--- src/rtl/i2s_pkg.sv ---
// Shared definitions for the I2S receive monitor: FSM encoding, word-select
// polarity and the default channel width.
package i2s_pkg;

    typedef enum logic [1:0] {
        ST_IDLE  = 2'd0,
        ST_SHIFT = 2'd1,
        ST_PAD   = 2'd2
    } rx_state_e;

    localparam logic LRCK_LEFT  = 1'b0;
    localparam int   DEF_DATA_W = 16;

endpackage

--- src/rtl/i2s_rx_fifo.sv ---
// First-word-fall-through frame FIFO with wrap-bit pointers; a push into a
// full FIFO is refused (drop_o) unless the head is popped in the same cycle.
module i2s_rx_fifo #(
    parameter int WIDTH = 32,
    parameter int DEPTH = 8
) (
    input  logic             clk_i,
    input  logic             rst_i,
    input  logic             push_i,
    input  logic [WIDTH-1:0] wdata_i,
    input  logic             ready_i,
    output logic             valid_o,
    output logic [WIDTH-1:0] rdata_o,
    output logic             drop_o
);

    localparam int AW = $clog2(DEPTH);

    logic [WIDTH-1:0] mem_q [DEPTH];
    logic [AW:0]      wr_ptr_q, wr_ptr_d;
    logic [AW:0]      rd_ptr_q, rd_ptr_d;
    logic             full, pop, push_ok;

    assign valid_o = (wr_ptr_q != rd_ptr_q);
    assign full    = (wr_ptr_q[AW] != rd_ptr_q[AW]) &&
                     (wr_ptr_q[AW-1:0] == rd_ptr_q[AW-1:0]);
    assign pop     = valid_o && ready_i;
    assign push_ok = push_i && (!full || pop);
    assign drop_o  = push_i && full && !pop;

    // NOTE: the storage array has no reset; the head is forced to zero while empty
    // so no uninitialised entry can ever reach the outputs.
    assign rdata_o = valid_o ? mem_q[rd_ptr_q[AW-1:0]] : '0;

    always_comb begin
        wr_ptr_d = wr_ptr_q;
        rd_ptr_d = rd_ptr_q;
        if (push_ok) wr_ptr_d = wr_ptr_q + (AW+1)'(1);
        if (pop)     rd_ptr_d = rd_ptr_q + (AW+1)'(1);
    end

    always_ff @(posedge clk_i) begin
        if (rst_i) begin
            wr_ptr_q <= '0;
            rd_ptr_q <= '0;
        end else begin
            wr_ptr_q <= wr_ptr_d;
            rd_ptr_q <= rd_ptr_d;
        end
    end

    always_ff @(posedge clk_i) begin
        if (push_ok) mem_q[wr_ptr_q[AW-1:0]] <= wdata_i;
    end

endmodule

--- src/rtl/i2s_rx_mon.sv ---
// Oversampling Philips-format I2S receiver that queues {left,right} frames.
// Optional per-channel peak meters are built when I2S_RX_PEAK_EN is defined.
module i2s_rx_mon
    import i2s_pkg::*;
#(
    parameter int DATA_W      = DEF_DATA_W,
    parameter int FIFO_DEPTH  = 8,
    parameter int SYNC_STAGES = 2
) (
    input  logic              clk_i,
    input  logic              rst_i,
    input  logic              i2s_sclk_i,
    input  logic              i2s_lrck_i,
    input  logic              i2s_dat_i,
    input  logic              en_i,
    output logic              smp_valid_o,
    input  logic              smp_ready_i,
    output logic [DATA_W-1:0] smp_left_o,
    output logic [DATA_W-1:0] smp_right_o,
    output logic              ovf_o,
    input  logic              err_clr_i,
`ifdef I2S_RX_PEAK_EN
    output logic [DATA_W-1:0] peak_l_o,
    output logic [DATA_W-1:0] peak_r_o,
    input  logic              peak_clr_i,
`endif
    output logic              frm_err_o
);

    localparam int               CNT_W    = $clog2(DATA_W + 1);
    localparam logic [CNT_W-1:0] CNT_LAST = CNT_W'(DATA_W - 1);
    localparam logic [CNT_W-1:0] CNT_FULL = CNT_W'(DATA_W);

    logic [SYNC_STAGES-1:0] sclk_sync_q, lrck_sync_q, dat_sync_q;
    logic sclk_s, lrck_s, dat_s;
    logic sclk_prev_q, lrck_prev_q, lrck_seen_q;
    logic sclk_rise, lrck_chg;

    rx_state_e         state_q, state_d;
    logic [CNT_W-1:0]  cnt_q, cnt_d;
    logic [DATA_W-1:0] shift_q, shift_d, shifted;
    logic              chan_q, chan_d;
    logic [DATA_W-1:0] hold_l_q, hold_l_d;
    logic              l_ok_q, l_ok_d;
    logic              frm_err_q, frm_err_d, ovf_q, ovf_d;
    logic              word_done, frm_err_set, push, fifo_drop;
    logic [DATA_W-1:0] word_data;
    logic [2*DATA_W-1:0] head;

    assign sclk_s    = sclk_sync_q[SYNC_STAGES-1];
    assign lrck_s    = lrck_sync_q[SYNC_STAGES-1];
    assign dat_s     = dat_sync_q[SYNC_STAGES-1];
    assign sclk_rise = sclk_s && !sclk_prev_q;
    assign lrck_chg  = sclk_rise && lrck_seen_q && (lrck_s != lrck_prev_q);
    assign shifted   = {shift_q[DATA_W-2:0], dat_s};

    // NOTE: clocked state uses non-blocking assignments so every flop samples the
    // pre-edge value of its neighbour; blocking here would collapse the synchroniser.
    always_ff @(posedge clk_i) begin
        if (rst_i) begin
            sclk_sync_q <= '0;
            lrck_sync_q <= '0;
            dat_sync_q  <= '0;
            sclk_prev_q <= 1'b0;
            lrck_prev_q <= 1'b0;
            lrck_seen_q <= 1'b0;
        end else begin
            sclk_sync_q <= {sclk_sync_q[SYNC_STAGES-2:0], i2s_sclk_i};
            lrck_sync_q <= {lrck_sync_q[SYNC_STAGES-2:0], i2s_lrck_i};
            dat_sync_q  <= {dat_sync_q[SYNC_STAGES-2:0], i2s_dat_i};
            sclk_prev_q <= sclk_s;
            if (sclk_rise) begin
                lrck_prev_q <= lrck_s;
                lrck_seen_q <= 1'b1;
            end
        end
    end

    // NOTE: every variable gets a default before any branch, so no path leaves
    // one unassigned and no latch is inferred.
    always_comb begin
        state_d     = state_q;
        cnt_d       = cnt_q;
        shift_d     = shift_q;
        chan_d      = chan_q;
        word_done   = 1'b0;
        word_data   = shifted;
        frm_err_set = 1'b0;
        if (!en_i) begin
            state_d = ST_IDLE;
            cnt_d   = '0;
        end else if (sclk_rise) begin
            case (state_q)
                ST_IDLE: begin
                    if (lrck_chg && lrck_s == LRCK_LEFT) begin
                        state_d = ST_SHIFT;
                        cnt_d   = '0;
                        chan_d  = LRCK_LEFT;
                    end
                end
                ST_SHIFT: begin
                    if (lrck_chg) begin
                        // Word select moves one bit early: this rise carries the LSB.
                        if (cnt_q == CNT_LAST) word_done   = 1'b1;
                        else                   frm_err_set = 1'b1;
                        cnt_d  = '0;
                        chan_d = lrck_s;
                    end else begin
                        shift_d = shifted;
                        if (cnt_q == CNT_LAST) begin
                            cnt_d     = CNT_FULL;
                            word_done = 1'b1;
                            state_d   = ST_PAD;
                        end else begin
                            cnt_d = cnt_q + CNT_W'(1);
                        end
                    end
                end
                ST_PAD: begin
                    if (lrck_chg) begin
                        cnt_d   = '0;
                        chan_d  = lrck_s;
                        state_d = ST_SHIFT;
                    end
                end
                default: state_d = ST_IDLE;
            endcase
        end
    end

    always_comb begin
        hold_l_d = hold_l_q;
        l_ok_d   = l_ok_q;
        push     = 1'b0;
        if (!en_i) begin
            l_ok_d = 1'b0;
        end else if (word_done) begin
            if (chan_q == LRCK_LEFT) begin
                hold_l_d = word_data;
                l_ok_d   = 1'b1;
            end else if (l_ok_q) begin
                push   = 1'b1;
                l_ok_d = 1'b0;
            end
        end
        frm_err_d = frm_err_set ? 1'b1 : (err_clr_i ? 1'b0 : frm_err_q);
        ovf_d     = fifo_drop   ? 1'b1 : (err_clr_i ? 1'b0 : ovf_q);
    end

    always_ff @(posedge clk_i) begin
        if (rst_i) begin
            state_q   <= ST_IDLE;
            cnt_q     <= '0;
            shift_q   <= '0;
            chan_q    <= LRCK_LEFT;
            hold_l_q  <= '0;
            l_ok_q    <= 1'b0;
            frm_err_q <= 1'b0;
            ovf_q     <= 1'b0;
        end else begin
            state_q   <= state_d;
            cnt_q     <= cnt_d;
            shift_q   <= shift_d;
            chan_q    <= chan_d;
            hold_l_q  <= hold_l_d;
            l_ok_q    <= l_ok_d;
            frm_err_q <= frm_err_d;
            ovf_q     <= ovf_d;
        end
    end

    i2s_rx_fifo #(
        .WIDTH (2 * DATA_W),
        .DEPTH (FIFO_DEPTH)
    ) u_fifo (
        .clk_i   (clk_i),
        .rst_i   (rst_i),
        .push_i  (push),
        .wdata_i ({hold_l_q, word_data}),
        .ready_i (smp_ready_i),
        .valid_o (smp_valid_o),
        .rdata_o (head),
        .drop_o  (fifo_drop)
    );

    assign smp_left_o  = head[2*DATA_W-1:DATA_W];
    assign smp_right_o = head[DATA_W-1:0];
    assign ovf_o       = ovf_q;
    assign frm_err_o   = frm_err_q;

`ifdef I2S_RX_PEAK_EN
    logic [DATA_W-1:0] peak_l_q, peak_l_d, peak_r_q, peak_r_d;
    logic [DATA_W-1:0] abs_l, abs_r;

    // The most negative code has no positive twin, so it clamps to max positive.
    function automatic logic [DATA_W-1:0] abs_sat(input logic [DATA_W-1:0] v);
        logic [DATA_W-1:0] neg;
        neg = ~v + DATA_W'(1);
        if (!v[DATA_W-1])    return v;
        else if (neg[DATA_W-1]) return {1'b0, {(DATA_W-1){1'b1}}};
        else                 return neg;
    endfunction

    assign abs_l = abs_sat(hold_l_q);
    assign abs_r = abs_sat(word_data);

    always_comb begin
        peak_l_d = peak_l_q;
        peak_r_d = peak_r_q;
        if (peak_clr_i) begin
            peak_l_d = '0;
            peak_r_d = '0;
        end else if (push && !fifo_drop) begin
            if (abs_l > peak_l_q) peak_l_d = abs_l;
            if (abs_r > peak_r_q) peak_r_d = abs_r;
        end
    end

    always_ff @(posedge clk_i) begin
        if (rst_i) begin
            peak_l_q <= '0;
            peak_r_q <= '0;
        end else begin
            peak_l_q <= peak_l_d;
            peak_r_q <= peak_r_d;
        end
    end

    assign peak_l_o = peak_l_q;
    assign peak_r_o = peak_r_q;
`endif

endmodule

--- config.mk ---
export PLATFORM = sky130hd
export DESIGN_NAME = i2s_rx_mon
export DESIGN_NICKNAME = d
export VERILOG_FILES = /design/src/rtl/i2s_pkg.sv /design/src/rtl/i2s_rx_fifo.sv /design/src/rtl/i2s_rx_mon.sv
export SDC_FILE = /design/constraint.sdc
export NUM_CORES = 1
export LEC_CHECK = 0
export CELL_PAD_IN_SITES_DETAIL_PLACEMENT = 0
export CELL_PAD_IN_SITES_GLOBAL_PLACEMENT = 1
export CORE_MARGIN = 1
export CORE_UTILIZATION = 55
export DETAILED_ROUTE_END_ITERATION = 7
export DONT_BUFFER_PORTS = 1
export PLACE_DENSITY_LB_ADDON = 0.1
export RECOVER_POWER = 100
export SYNTH_ARGS = -nofsm -noshare
export SYNTH_HDL_FRONTEND = slang
export SYNTH_SLANG_ARGS = --single-unit
--- constraint.sdc ---
create_clock -name clk_i -period 7.2 [get_ports clk_i]
set_clock_uncertainty 0.05 [all_clocks]
set_input_delay 1.08 -clock clk_i [delete_from_list [all_inputs] [get_ports clk_i]]
set_output_delay 1.08 -clock clk_i [all_outputs]
set_load 0.02 [all_outputs]
======== After elaboration in Yosys (flattened, before gate mapping) ========
Memory sizes are Yosys's and may differ from the RTL's. A register that Yosys moved wholly into a read port is not among the register bits.
Index checks and enable logic that the tools add are counted.
storage, ports and cells
  output and inout port bits .............. 35
  memory bits (read-only) ................. 0
  memories kept ........................... 1
  bits of input ports ..................... 8
  register bits ........................... 59
  bits in latches ......................... 0
  bits in writable memories ............... 256
  word-level logic and storage cells ...... 96
operators by class
  magnitude comparators ................... 0
  shift-type cells ........................ 0
  reductions and logical operators ........ 25
  multiply operators ...................... 0
  bitwise operators ....................... 4
  add/sub/neg operators ................... 3
  equality and inequality tests ........... 12
  muxes and demuxes ....................... 35
  divide/modulo/power cells ............... 0
memories
  memory        words  width  rd ports  clocked after Yosys merged registers in  write ports  RTL line           source
  u_fifo.mem_q  8      32     1         1                                        1            i2s_rx_fifo.sv:19  logic [WIDTH-1:0] mem_q [DEPTH];
operator list
  cell                                           number
  two-way mux 32 bit                             1
  two-way mux 1 bit                              21
  two-way mux 5 bit                              4
  one-hot mux 5 bit (3 select lines)             1
  AND reduction 5 bit                            2
  logical AND 1 bit                              9
  adder 4 x 1 -> 4 bit, second input constant    2
  two-way mux 2 bit                              4
  != test 2 bit, second input constant           4
  AND reduction 4 bit                            2
  two-way mux 3 bit                              2
  one-hot mux 2 bit (3 select lines)             1
  nonzero test 2 bit                             3
  adder 5 x 1 -> 5 bit, second input constant    1
  == test 5 x 4 -> 1 bit, second input constant  1
  != test 4 bit                                  1
  NOT 1 bit                                      4
  OR reduction 2 bit                             2
  == test 3 bit                                  1
  logical NOT 1 bit                              3
  AND reduction 3 bit                            1
  nonzero test 3 bit                             1
  == test 2 x 1 -> 1 bit, second input constant  1
  == test 2 bit, second input constant           1
  5 further kinds                                6

======== Longest topological paths before layout ========
Gate-level depths: netlist (run 1).
  depth in word-level cells ............... 10
  gate-level depth with buffers ........... 8
  gate-level depth less buffers ........... 7

======== By module ========
A second synthesis (run 1) with hierarchy kept.
second synthesis, totals
  cells, all modules ...................... 700
  area, all modules ....................... 12,384.4 um^2
by module, submodules not included
  module       times used  cells each  area each (um^2)  sequential area each (um^2)
  i2s_rx_fifo  1           491         10,327.4          7,907.6
  i2s_rx_mon   1           209         2,057.0           1,021.0

======== Worst setup path before layout (run 1) ========
No wires, ideal clock.
  kind .................................... input to register
  from .................................... input port en_i
  to ...................................... memory u_fifo.mem_q[4][0] (enable)
  library setup time ...................... 0.502 ns
  path slack .............................. 1.794 ns
  buffers on the path ..................... 0
  data required time ...................... 6.648 ns
  cell stages on the path ................. 4
  arrival time ............................ 4.854 ns
  path through ............................ and3b_1 nand4_1 a21oi_4 nor4bb_1
between the ends
  cells in the longest elaborated chain, start to end .. 6
RTL lines
  element                                    RTL line           source
  start: declaration                         i2s_rx_mon.sv:15   input logic en_i,
  two-way mux 1 bit                          i2s_rx_mon.sv:89   if (!en_i) begin
  two-way mux 1 bit                          i2s_rx_mon.sv:137  end else if (word_done) begin
  two-way mux 1 bit *                        i2s_rx_mon.sv:135  if (!en_i) begin
  logical AND 1 bit *                        i2s_rx_fifo.sv:28  assign push_ok = push_i && (!full || pop);
  two-way mux 1 bit *                        i2s_rx_fifo.sv:53  if (push_ok) mem_q[wr_ptr_q[AW-1:0]] <= wdata_i;
  two-way mux 1 bit (implied by the code) *  i2s_rx_fifo.sv:53
  end: declaration                           i2s_rx_fifo.sv:19
Mark *: on every way between the ends. The rest lies on a longest branch, timed or not.

======== Final worst setup path (run 1) ========
  from .................................... register u_fifo.wr_ptr_q[0]
  to ...................................... output port smp_left_o[13]
between the ends
  cells in the longest elaborated chain, start to end .. 2
RTL lines
  element                   RTL line           source
  start: declaration        i2s_rx_fifo.sv:20  logic [AW:0] wr_ptr_q, wr_ptr_d;
  start signal: assignment  i2s_rx_fifo.sv:47  wr_ptr_q <= wr_ptr_d;
  != test 4 bit             i2s_rx_fifo.sv:24  assign valid_o = (wr_ptr_q != rd_ptr_q);
  two-way mux 32 bit        i2s_rx_fifo.sv:33  assign rdata_o = valid_o ? mem_q[rd_ptr_q[AW-1:0]] : '0;
  end: declaration          i2s_rx_mon.sv:18   output logic [DATA_W-1:0] smp_left_o,
Every way passes these cells.

==> results of run 1 <==
[area by class of cell]
cell class / instances / area, sq um
flip-flops and latches: 318 / 8930
fillers: 1569 / 8190
multi-input cells: 318 / 3240
clock buffers: 56 / 1100
well taps: 280 / 350
clock inverters: 7 / 61.3
repair buffers: 9 / 45.0
inverters: 9 / 33.8
[synth_stat cells, types with 2 or more instances]
| cell type | instances |
|---|---|
| edfxtp_1 | 256 |
| nor2_1 | 75 |
| mux2i_1 | 68 |
| mux4_2 | 64 |
| dfxtp_1 | 62 |
| clkbuf_1 | 17 |
| nor2b_1 | 11 |
| o21ai_0 | 11 |
| a21oi_1 | 9 |
| ha_1 | 9 |
| inv_1 | 9 |
| buf_2 | 7 |
| a211oi_1 | 6 |
| buf_1 | 6 |
| nand2_1 | 6 |
| nand2b_1 | 6 |
| nand3_1 | 5 |
| or3_1 | 5 |
| xor2_1 | 5 |
| and4b_1 | 4 |
| mux2_2 | 3 |
| and3_1 | 2 |
| and3b_1 | 2 |
| buf_4 | 2 |
| nand3b_1 | 2 |
| nand4b_1 | 2 |
| o22ai_1 | 2 |
| or4_1 | 2 |
[state kept, by name, indices dropped and copies added, names as in the netlist, 2 cells and up, named ones only]
name             count
hold_l_q            16
sclk_sync_q          2
lrck_sync_q          2
state_q              2
u_fifo.wr_ptr_q      4
u_fifo.rd_ptr_q      4
dat_sync_q           2
shift_q             15
u_fifo.mem_q       256
cnt_q                5
[power groups by stage]
stage          Sequential, mW  Combinational, mW  Clock (mW)
6_report                 1.96            0.00612        1.75
5_1_grt                  1.96            0.00690        1.86
4_1_cts                  1.96            0.00645        1.78
3_5_place_dp             2.00            0.00642           0
3_3_place_gp             2.00            0.00629           0
2_1_floorplan            2.00            0.00905           0
[worst max path at each step]
stage	start	to	slack, ns	depth (start not counted)
global placement	register	smp_left_o[5]	3.55	4
global route	u_fifo.wr_ptr_q[0]	smp_left_o[13]	2.17	4
detailed placement	register	smp_left_o[15]	3.58	4
finish	u_fifo.wr_ptr_q[0]	smp_left_o[13]	2.59	4
CTS	register	smp_right_o[8]	3.03	4
floorplan	en_i	u_fifo.mem_q[4][0]	1.79	4
[through the flow]
| step | hold WS, ns | area, sq um | instances | setup WS (ns) | total power, mW |
|---|---|---|---|---|---|
| floorplan | 0.364 | 12400 | 678 | 1.79 | 2.01 |
| global placement | 0.391 | 12700 | 934 | 3.55 | 2.01 |
| detailed placement | 0.390 | 12700 | 934 | 3.58 | 2.01 |
| CTS | 0.402 | 13800 | 997 | 3.03 | 3.75 |
| global route | 0.403 | 13800 | 997 | 2.17 | 3.83 |
| finish | 0.394 | 13800 | 997 | 2.59 | 3.72 |
[kinds of logic (layout without fill, tap and decap cells)]
family                     after synthesis  in the layout  synth area share (%)
AOI/OAI and AO/OA                       36             36                  2.13
muxes                                  135            135                  17.4
xor gates and xnor gates                 7              7                 0.556
and+or+nand+nor                        131            131                  5.41
buffers and inverters                   42             81                  1.47
adders and majority gates                9              9                 0.910
DFF                                    318            318                  72.1
[layer usage]
metal  GRT usage (%)  up-vias  share of wire, %
li1                -     2693                 -
met1            27.5     3191                42
met2            36.7      120                52
met3            4.56       43               4.4
met4            6.71        0               2.2
met5               0        -                 0
==> results.toml, run 1 <==
[route]
postRouteAntennaNets = 0
drc = 3
vias = 6047
drt_iter0_drc = 370
drtPass1Iterations = 7
wl_mm = 23.4
viasPerCell = 6.07
wl_per_cell_um = 23.5

[setup_path]
arrival_ns = 3.48
crit_family = "buffers and inverters"
crit_type = "register to primary output"
worstRegToRegCells = 7
crit_required_ns = 6.07
regToRegStartpoint = "cnt_q[0]"
critPathMaxStageDelay_ns = 1.44
cp_max_fo = 33
path_buf_inv = 1
crit_path_start_kind = "register"
regToRegSetupSlack_ns = 2.87
cp-end-kind = "primary output"
rr_endpoint = "u_fifo.mem_q[1][10]"
slowest_stage = "clkbuf_1"
crit_chain = "xor2_1, nor4_4, clkbuf_1, nor2_1"

[min_path]
hold_path_class = "register to register"
hold_end = "lrck_sync_q[1]"
hp-start = "lrck_sync_q[0]"
whs_path_depth = 1

[clock_tree]
post_cts_buffers = 0
cts_sinks = 318
clk_path_buf_depth = 3
cts-root-buf = "clkbuf_16"
path_clk_slew_ns = 0.05
cts_hold_buf = 0
cts_made_buffers = 35
clock_latency_ns = 0.50
cts_tree = "done"
htree_levels = 2
cts-resized-gates = 0

[pwr]
p_sw_share_pct = 18.2
peakVddDrop_mv = 0.211
p_sw_mw = 0.676
p_seq_share_pct = 52.7
p_comb_share_pct = 0.2
p_per_area_nw_per_um2 = 270
p_int_mw = 3.05
clkPwrFrac_pct = 47.1
leakagePower_nw = 4.90

[yosys]
synthCells = 678
synth-edff-count = 256
synth_top_area_share_pct = 62.1
postSynth.asyncResetShare_pct = 0
yosys_warnings = 0
netlist_top_cells_area = "edfxtp_1 (62%), mux4_2 (12%), dfxtp_1 (10%), mux2i_1 (5.5%), nor2_1 (2.3%)"
syn_area_per_cell_sq_um = 18.3
ys_seq_area_share_pct = 72.1
yosys.area.top_type = "edfxtp_1"
synth.distinct_cells = 48
syn-cell-area_sq_um = 12400
ys_ff_latch = 318
ys_dominant_reg_cell = "edfxtp_1"
synth_fp_nets = 695

[layout]
layout_commonest_cell = "edfxtp_1"
synthToLayoutAreaGrowth_pct = 11.2
num_antenna_cells = 0
fin_nets = 708
mostFrequentLayoutCells = "edfxtp_1 (256), nor2_1 (75), mux2i_1 (68)"
drive_gt1_share_pct = 18.0
post-route-util_pct = 62.7

[timing]
rsz0062_at_grt = "no"
period_share_pct = 64.0
slew_headroom_pct = -67.1
final-setup-viol-count = 0
period_needed_ns = 4.61
worst_pin_slew_ns = 2.51
setup-tns-final_ns = 0
fmax_mhz = 217
hold_viol = 0
report.final.slew_viol_count = 316

[status]
violations = "design-rule violations, max-capacitance violations, max-slew violations"
status = "finished, violations left"

[die]
ioPinCount = 43
row_count = 54
initial_core_util_pct = 56.4
core-area_sq_um = 22000
die_w_um = 152
die_y_um = 152
fp.dieArea_sq_um = 23100

[global_routing]
grt_max_degree = 65
grt_pass1_vias = 6438
grt_pass1_wl_mm = 36.9
antenna_found_initial = 0
grt_overflow = 0
track_usage_pct = 21.4

[placement]
port_buffers = 0
hpwl_mm = 12.5
gp_congestion = 0.751

[run]
cap_violations = 10
No activity file was read; power rests on OpenSTA's default activity.
==> run 2, diff against run 1 <==
--- a/config.mk
+++ b/config.mk
@@ -5,10 +5,11 @@
 export SDC_FILE = /design/constraint.sdc
 export NUM_CORES = 1
 export LEC_CHECK = 0
+export ABC_AREA = 1
 export CELL_PAD_IN_SITES_DETAIL_PLACEMENT = 0
 export CELL_PAD_IN_SITES_GLOBAL_PLACEMENT = 1
 export CORE_MARGIN = 1
-export CORE_UTILIZATION = 55
+export CORE_UTILIZATION = 47
 export DETAILED_ROUTE_END_ITERATION = 7
 export DONT_BUFFER_PORTS = 1
 export PLACE_DENSITY_LB_ADDON = 0.1
==> constraint.sdc (replaced) <==
create_clock -name clk_i -period 3.9 [get_ports clk_i]
set_clock_uncertainty 0.05 [all_clocks]
set_input_delay 0.585 -clock clk_i [delete_from_list [all_inputs] [get_ports clk_i]]
set_output_delay 0.585 -clock clk_i [all_outputs]
set_load 0.02 [all_outputs]
==> results.toml, run 2 <==
[setup_path]
worstRegToRegCells = 9
cp_max_fo = 32
crit_required_ns = 3.96
rr_endpoint = "u_fifo.mem_q[7][16]"
slowest_stage = "clkbuf_2"
arrival_ns = 3.40
cp-end-kind = "register"
crit_chain = "ha_1, inv_1, nor3_1, ha_1, nand2_1, nor3_4, nand3_1, nor2_4, clkbuf_2"
cp_common_cell = "ha_1"
regToRegSetupSlack_ns = 0.56
crit_family = "simple AND/OR/NAND/NOR gates"
path_buf_inv = 2
critPathMaxStageDelay_ns = 0.75
regToRegStartpoint = "cnt_q[0]"
crit_path_start_kind = "register"
crit_type = "register to register"

[clock_tree]
cts_made_buffers = 34
post_cts_buffers = 0
cts_sinks = 318
cts_hold_buf = 0
clock_latency_ns = 0.50
cts-resized-gates = 0
clk_path_buf_depth = 3
cts_tree = "done"
cts-root-buf = "clkbuf_16"
path_clk_slew_ns = 0.06
htree_levels = 2

[placement]
port_buffers = 0
dp.cells = 1383
gp_congestion = 0.794
hpwl_mm = 15.4

[min_path]
hp-start = "rst_i"
hold_path_class = "input port to register"
whs_path_depth = 1

[layout]
drive_gt1_share_pct = 9.25
fillers = 2302
largest_reg_flops = 256
num_antenna_cells = 0
mostFrequentLayoutCells = "nor2_1 (280), edfxtp_1 (256), o21ai_0 (171)"
final_cells = 1444
synthToLayoutAreaGrowth_pct = 10.1
layout_commonest_cell = "nor2_1"
fin_nets = 1095
seqCellArea_sq_um = 8930
multi_input_area_sq_um = 3390

[pwr]
p_per_area_nw_per_um2 = 478
peakVddDrop_mv = 0.340
leakagePower_nw = 5.47

[global_routing]
track_usage_pct = 19.1
grt_overflow = 0
grt_pass1_wl_mm = 41.5
grt_max_degree = 104
antenna_found_initial = 0
grt_pass1_vias = 7181

[timing]
whs_ns = 0.103
final-setup-viol-count = 0
rsz0062_at_grt = "no"
worst_pin_slew_ns = 1.42
setup-tns-final_ns = 0
slew_headroom_pct = 5.28
report.final.slew_viol_count = 0
period_share_pct = 85.6
hold_viol = 0
fmax_mhz = 300
period_needed_ns = 3.34

[yosys]
synthCells = 1083
yosys.area.top_type = "edfxtp_1"
yosys_warnings = 0
syn-cell-area_sq_um = 12900
ys_seq_area_share_pct = 69.5
ys_dominant_reg_cell = "edfxtp_1"
syn_area_per_cell_sq_um = 11.9
synth.distinct_cells = 39
synth_fp_nets = 1100
ys_ff_latch = 318
synth-edff-count = 256
yosysMostFrequentCell = "nor2_1"
synth_top_area_share_pct = 59.8
postSynth.asyncResetShare_pct = 0
synth_common_cells = "nor2_1 (268), edfxtp_1 (256), o21ai_0 (160)"
netlist_top_cells_area = "edfxtp_1 (60%), dfxtp_1 (9.7%), nor2_1 (7.8%), o21ai_0 (6.2%), mux2i_1 (2.5%)"

[die]
die_w_um = 167
die_y_um = 167
initial_core_util_pct = 47.8
core-area_sq_um = 26900
row_count = 60
ioPinCount = 43
fp.dieArea_sq_um = 28000

[route]
vias = 7601
postRouteAntennaNets = 0
wl_per_cell_um = 18.1
drtPass1Iterations = 4
viasPerCell = 5.26
wl_mm = 26.1
drt_iter0_drc = 540
drc = 0

[run]
cap_violations = 0

[status]
status = "finished clean"
## run 2: changes by cell type after synthesis, sizes merged, moves of 8 or more
| cell | change |
|---|---|
| a21oi | +8 |
| buf | +19 |
| clkbuf | +8 |
| inv | +24 |
| mux2i | -36 |
| mux4 | -64 |
| nand2 | +46 |
| nand3 | +16 |
| nor2 | +218 |
| nor2b | -11 |
| o21ai | +184 |
| o22ai | +30 |
## run 2: cell families after synthesis
kind of cell / Yosys count / synth area share, %
adders and majority gates: 9 / 0.876
AOI/OAI and AO/OA: 246 / 10.3
and+or+nand+nor: 377 / 12.6
xor gates and xnor gates: 8 / 0.545
muxes: 32 / 2.49
DFF: 318 / 69.5
buffers and inverters: 93 / 3.69
## run 2: power breakdown
part	internal, mW	switching [mW]	total, mW
clock	1.89	1.22	3.11
combinational	0.00577	0.0158	0.0216
sequential	3.62	0.00313	3.62
## run 2: through the flow
stage / power [mW] / setup slack, ns / instance area, sq um / util [%]
after floorplan: 3.71 / -0.368 / 12900 / -
after global placement: 3.72 / 0.907 / 13200 / 49.1
after detailed placement: 3.72 / 0.859 / 13200 / 49.1
after CTS: 6.83 / 0.601 / 14300 / 53.1
after global routing: 6.96 / 0.291 / 14100 / 52.6
final: 6.76 / 0.562 / 14100 / 52.6
## run 2: cell type report
cell class,instances,area share (%)
sequential,318,63.1
multi-input combinational,672,23.9
clock buffer,48,6.96
tap,341,3.02
timing repair buffer,19,1.20
inverter,33,0.911
clock inverter,13,0.814
## run 2: how the worst max path moves through the flow
stage                             startpoint                   to  slack, ns  cells after the start
final                               cnt_q[0]  u_fifo.mem_q[7][16]       0.56                      9
after global routing                cnt_q[0]  u_fifo.mem_q[7][16]       0.29                      9
after CTS                 u_fifo.wr_ptr_q[0]        smp_left_o[7]       0.60                      6
after detailed placement            cnt_q[0]  u_fifo.mem_q[5][30]       0.86                      9
after global placement              cnt_q[0]  u_fifo.mem_q[7][16]       0.91                      9
after floorplan                     cnt_q[0]   u_fifo.mem_q[2][0]      -0.37                      8
## run 2: metal layers
metal | global-route usage (%) | up-vias | part of all wire [%]
met5 | 0 | - | 0
met4 | 4.11 | 0 | 1.1
met3 | 3.81 | 25 | 4.2
met2 | 32.2 | 104 | 50
met1 | 25.7 | 3657 | 45
li1 | - | 3815 | -
